**config.mk**
```make
export PLATFORM = sky130hd
export DESIGN_NAME = word_par_to_ser
export DESIGN_NICKNAME = d
export VERILOG_FILES = /design/src/rtl/word_par_to_ser.sv
export SDC_FILE = /design/constraint.sdc
export NUM_CORES = 1
export LEC_CHECK = 0
export CORE_ASPECT_RATIO = 0.75
export CORE_UTILIZATION = 30
export CTS_BUF_LIST = sky130_fd_sc_hd__clkbuf_8
export DETAILED_ROUTE_END_ITERATION = 10
export HOLD_SLACK_MARGIN = 0.1
export PLACE_DENSITY = 0.6
export SYNTH_ARGS = -nofsm -noshare
export SYNTH_HDL_FRONTEND = slang
export SYNTH_SLANG_ARGS = --single-unit
```
**constraint.sdc**
```tcl
create_clock -name clock -period 5.3 [get_ports clock]
set_clock_uncertainty 0.1 [all_clocks]
set_input_delay 0.53 -clock clock [delete_from_list [all_inputs] [get_ports clock]]
set_output_delay 0.53 -clock clock [all_outputs]
set_load 0.005 [all_outputs]
```
**src/rtl/word_par_to_ser.sv**
```systemverilog
// Parallel-to-serial word stage: takes a 4-word frame on a valid/ready handshake
// and replays it one word per beat. Optional sum beat via WORD_P2S_SUM_WORD_EN.
//
// state | meaning
// IDLE  | no frame held, in_ready high, out_valid low
// SEND  | frame held, beats presented on out_data until the last one transfers

module word_par_to_ser #(
   parameter int WIDTH     = 32,
   parameter int LSW_FIRST = 1,
   parameter int CNT_W     = 16
) (
   input  logic             clock,
   input  logic             reset,
   input  logic [WIDTH-1:0] d0,
   input  logic [WIDTH-1:0] d1,
   input  logic [WIDTH-1:0] d2,
   input  logic [WIDTH-1:0] d3,
   input  logic             in_valid,
   output logic             in_ready,
   output logic [WIDTH-1:0] out_data,
   output logic             out_valid,
   input  logic             out_ready,
   output logic [2:0]       out_idx,
   output logic             out_last,
   output logic [CNT_W-1:0] frame_cnt
);

`ifdef WORD_P2S_SUM_WORD_EN
   localparam logic [2:0] LAST_IDX = 3'd4;
`else
   localparam logic [2:0] LAST_IDX = 3'd3;
`endif

   typedef enum logic {IDLE, SEND} state_t;

   state_t state_q, state_d;

   // Buffer holds the frame already in emission order, so beat n is simply buf_n.
   logic [WIDTH-1:0] buf0, buf1, buf2, buf3;
   logic [WIDTH-1:0] ord0, ord1, ord2, ord3;
`ifdef WORD_P2S_SUM_WORD_EN
   logic [WIDTH-1:0] sum_q;
   logic [WIDTH-1:0] sum_in;
`endif

   logic             accept;
   logic             beat;
   logic [2:0]       nxt_idx;
   logic [WIDTH-1:0] nxt_word;

   logic             valid_d;
   logic [2:0]       idx_d;
   logic [WIDTH-1:0] data_d;
   logic             last_d;
   logic [CNT_W-1:0] cnt_d;

   assign ord0 = (LSW_FIRST != 0) ? d0 : d3;
   assign ord1 = (LSW_FIRST != 0) ? d1 : d2;
   assign ord2 = (LSW_FIRST != 0) ? d2 : d1;
   assign ord3 = (LSW_FIRST != 0) ? d3 : d0;

`ifdef WORD_P2S_SUM_WORD_EN
   assign sum_in = d0 + d1 + d2 + d3;
`endif

   assign beat     = out_valid & out_ready;
   assign in_ready = (state_q == IDLE) | (beat & out_last);
   assign accept   = in_valid & in_ready;
   assign nxt_idx  = out_idx + 3'd1;

   always_comb begin
      nxt_word = buf0;
      case (nxt_idx)
         3'd1:    nxt_word = buf1;
         3'd2:    nxt_word = buf2;
         3'd3:    nxt_word = buf3;
`ifdef WORD_P2S_SUM_WORD_EN
         3'd4:    nxt_word = sum_q;
`endif
         default: nxt_word = buf0;
      endcase
   end

   always_comb begin
      state_d = state_q;
      valid_d = out_valid;
      idx_d   = out_idx;
      data_d  = out_data;
      last_d  = out_last;
      cnt_d   = frame_cnt;
      case (state_q)
         IDLE: begin
            if (accept) begin
               state_d = SEND;
               valid_d = 1'b1;
               idx_d   = 3'd0;
               data_d  = ord0;
               last_d  = 1'b0;
            end
         end
         SEND: begin
            if (beat) begin
               if (out_last) begin
                  cnt_d = frame_cnt + CNT_W'(1);
                  // A frame accepted on the last beat follows without a bubble.
                  if (accept) begin
                     valid_d = 1'b1;
                     idx_d   = 3'd0;
                     data_d  = ord0;
                     last_d  = 1'b0;
                  end else begin
                     state_d = IDLE;
                     valid_d = 1'b0;
                  end
               end else begin
                  idx_d  = nxt_idx;
                  data_d = nxt_word;
                  last_d = (nxt_idx == LAST_IDX);
               end
            end
         end
         default: state_d = IDLE;
      endcase
   end

   always_ff @(posedge clock) begin
      if (!reset) begin
         state_q <= IDLE;
      end else begin
         state_q <= state_d;
      end
   end

   always_ff @(posedge clock) begin
      if (!reset) begin
         out_valid <= 1'b0;
         out_idx   <= 3'd0;
         out_data  <= '0;
         out_last  <= 1'b0;
         frame_cnt <= '0;
      end else begin
         out_valid <= valid_d;
         out_idx   <= idx_d;
         out_data  <= data_d;
         out_last  <= last_d;
         frame_cnt <= cnt_d;
      end
   end

   always_ff @(posedge clock) begin
      if (!reset) begin
         buf0 <= '0;
         buf1 <= '0;
         buf2 <= '0;
         buf3 <= '0;
`ifdef WORD_P2S_SUM_WORD_EN
         sum_q <= '0;
`endif
      end else if (accept) begin
         buf0 <= ord0;
         buf1 <= ord1;
         buf2 <= ord2;
         buf3 <= ord3;
`ifdef WORD_P2S_SUM_WORD_EN
         sum_q <= sum_in;
`endif
      end
   end

endmodule

```
==> flow_metrics.env <==
export IMPL_status="complete, no violations"
export IMPL_grt_use_total_pct=18.3
export IMPL_yosysTopAreaCell="dfxtp_1"
export IMPL_synth_fp_nets=1069
export IMPL_cts_max_path_buffers=2
export IMPL_post_place_ws_ns=2.13
export IMPL_layout_commonest_cell="nand2_1"
export IMPL_endpoint_kind="register"
export IMPL_viasPerCell=5.05
export IMPL_min_from="buf0[4]"
export IMPL_grt_pass1_vias=6614
export IMPL_synth_top_family_by_area="simple AND/OR/NAND/NOR gates"
export IMPL_wl_per_cell_um=16.5
export IMPL_ios=186
export IMPL_slew_headroom_pct=24.5
export IMPL_postCtsSetupRepairBufs=0
export IMPL_synthArstFlopShare_pct=0
export IMPL_r2r_end="out_data[6]"
export IMPL_max_cap_violations=0
export IMPL_synth_simple_gate_area_share_pct=22.0
export IMPL_synth_seq_cells=182
export IMPL_port_buffers=185
export IMPL_min_period_ns=2.75
export IMPL_hold_class="register to register"
export IMPL_setup_viol=0
export IMPL_initial_utilization_pct=30.8
export IMPL_cts_sinks=182
export IMPL_netlist_instances=932
export IMPL_worstMarginPinSlew_ns=1.13
export IMPL_vias=7114
export IMPL_numCtsBuffers=17
export IMPL_die_x_um=184
export IMPL_leakage_nw=3.49
export IMPL_post_cts_resized=0
export IMPL_timing_final_ws_setup_ns=2.55
export IMPL_area_growth_pct=32.0
export IMPL_ff2ff_path_depth=7
export IMPL_cts_tree="done"
export IMPL_whs_path_depth=2
export IMPL_hold_end="buf0[4]"
export IMPL_routabilityCongestion=0.789
export IMPL_crit_type="register to register"
export IMPL_cp_arrival_ns=2.99
export IMPL_ctsHoldBuffers=0
export IMPL_dr_pass1_iters=5
export IMPL_drv_slew=0
export IMPL_cts_root_buf="clkbuf_8"
export IMPL_synthTopCellsByArea="dfxtp_1 49%, nand2_1 15%, a21oi_1 11%"
export IMPL_core_um2=24200
export IMPL_hold_violations=0
export IMPL_required_ns=5.54
export IMPL_rsz0062_at_grt="no"
export IMPL_ys_seq_area_share_pct=49.0
export IMPL_final_antenna_net_count=0
export IMPL_synth_distinct_cells=36
export IMPL_fin_setup_tns_ns=0
export IMPL_layout_nets=1203
export IMPL_period_share_pct=51.9
export IMPL_synth_compound_area_share_pct=20.6
export IMPL_nFillCells=2498
export IMPL_yosysTopAreaCellShare_pct=49.0
export IMPL_vdd_drop_max_uv=139
export IMPL_crit_reg2reg_launch="out_idx[1]"
export IMPL_syn_area_um2=7440
export IMPL_synth_edf_count=0
export IMPL_synthMuxAreaShare_pct=0.807
export IMPL_drive_gt1_share_pct=4.55
export IMPL_synth_xor_area_share_pct=1.06
export IMPL_grt_overflow=0
export IMPL_p_per_area_nw_per_um2=285
export IMPL_grt_pass1_wl_um=36400
export IMPL_clk_pin_slew_worst_paths_ns=0.09
export IMPL_worstPathMaxFanout=33
export IMPL_grt_max_degree=76
export IMPL_antenna_found_initial=2
export IMPL_drc=0
export IMPL_drtIter0Drc=605
export IMPL_synth_flop_cell="dfxtp_1"
export IMPL_r2r_slack_ns=2.55
export IMPL_fmax_mhz=364
export IMPL_cts_htree_levels=4
export IMPL_synth_fa_ha_area_share_pct=0.841
export IMPL_dp_hpwl_um=14700
export IMPL_die_h_um=138
export IMPL_mostFrequentLayoutCells="295 x nand2_1, 185 x clkdlybuf4s50_1, 182 x dfxtp_1"
export IMPL_rows=49
export IMPL_routed_wl_um=23300
export IMPL_die_area_um2=25400
export IMPL_synth_warnings=0
export IMPL_clock_latency_ns=0.47
export IMPL_syn_area_per_cell_um2=7.98
export IMPL_critPathLaunchType="register"
[cell usage after synthesis, types with 3 or more instances]
cell type and instances:
buf_2 27, and3_1 3, o22ai_1 13, mux2i_1 6
o21ai_0 3, nor4_1 4, o211ai_1 19, xor2_1 3
xnor2_1 6, nor2_1 47, a22oi_1 15, nand3_1 26
clkbuf_1 38, dfxtp_1 182, a21oi_1 165, nand2_1 295
inv_1 4, buf_6 10, nand2b_1 6, a222oi_1 32
ha_1 5
[flip-flops by register name, summed over array words and instances (netlist names)]
| signal | count |
|---|---|
| buf3 | 32 |
| out_data | 32 |
| buf1 | 32 |
| out_last | 1 |
| state_q | 1 |
| out_idx | 3 |
| buf0 | 32 |
| frame_cnt | 16 |
| buf2 | 32 |
| out_valid | 1 |
[routing by layer]
| layer | vias up | share of wire (%) | GRT usage [%] |
|---|---|---|---|
| met5 | - | 0.056 | 0 |
| li1 | 3480 | - | - |
| met4 | 2 | 0.53 | 4.52 |
| met3 | 12 | 7.8 | 5.16 |
| met2 | 249 | 41 | 26.0 |
| met1 | 3371 | 50 | 26.9 |
[how the worst max path moves through the flow]
| stage | slack [ns] | cells after the start | end | from |
|---|---|---|---|---|
| finish | 2.55 | 7 | out_data[6] | out_idx[1] |
| floorplan | 3.54 | 8 | out_data[25] | out_idx[1] |
| global route | 2.32 | 7 | out_data[6] | out_idx[0] |
| detailed placement | 2.13 | 6 | out_data[23] | in_valid |
| global placement | 2.15 | 6 | out_data[16] | in_valid |
| CTS | 2.53 | 7 | out_data[3] | out_idx[1] |
[kinds of logic (layout without fill, tap and decap cells)]
| logic type | after synthesis | count (layout) |
|---|---|---|
| fa+ha+maj | 5 | 5 |
| mux | 6 | 6 |
| flops | 182 | 182 |
| other cells | 0 | 1 |
| compound gates | 250 | 250 |
| buf+inv | 83 | 228 |
| xor+xnor | 9 | 9 |
| simple gates | 397 | 397 |
[where the power goes]
| part | internal [W] | switching (W) | total, W |
|---|---|---|---|
| clock | 0.000441 | 0.000515 | 0.000957 |
| sequential | 0.00144 | 0.0000389 | 0.00148 |
| combinational | 0.000183 | 0.000185 | 0.000368 |
| total | 0.00206 | 0.000739 | 0.00280 |
[critical path: stages, from the launching register on]
cell and delay, ns:
dfxtp_1 0.37, inv_1 0.11, ha_2 0.80, nor3_1 0.12, or2_1 0.48, buf_4 0.34, a21oi_1 0.20, o211ai_1 0.09
[through the flow]
step	power [W]	hold slack, ns	utilization [%]	instances	cell area, um^2
after floorplan	0.00169	0.336	-	932	7440
after global placement	0.00187	0.341	39.0	1378	9420
after detailed placement	0.00188	0.346	39.0	1378	9420
after CTS	0.00283	0.360	40.6	1408	9810
after global routing	0.00293	0.371	40.6	1408	9810
final	0.00280	0.359	40.6	1409	9820
[area by class of cell]
cell class                 instances  area [um^2]  area share [%]
inverter                           4         17.5           0.178
sequential                       182         3640            37.1
antenna                            1         2.50          0.0255
tap                              331          414            4.22
multi-input combinational        667         3420            34.8
clock inverter                    11          129            1.31
timing repair buffer             194         1930            19.7
clock buffer                      19          262            2.66
Power figures use the tool's default switching activity.
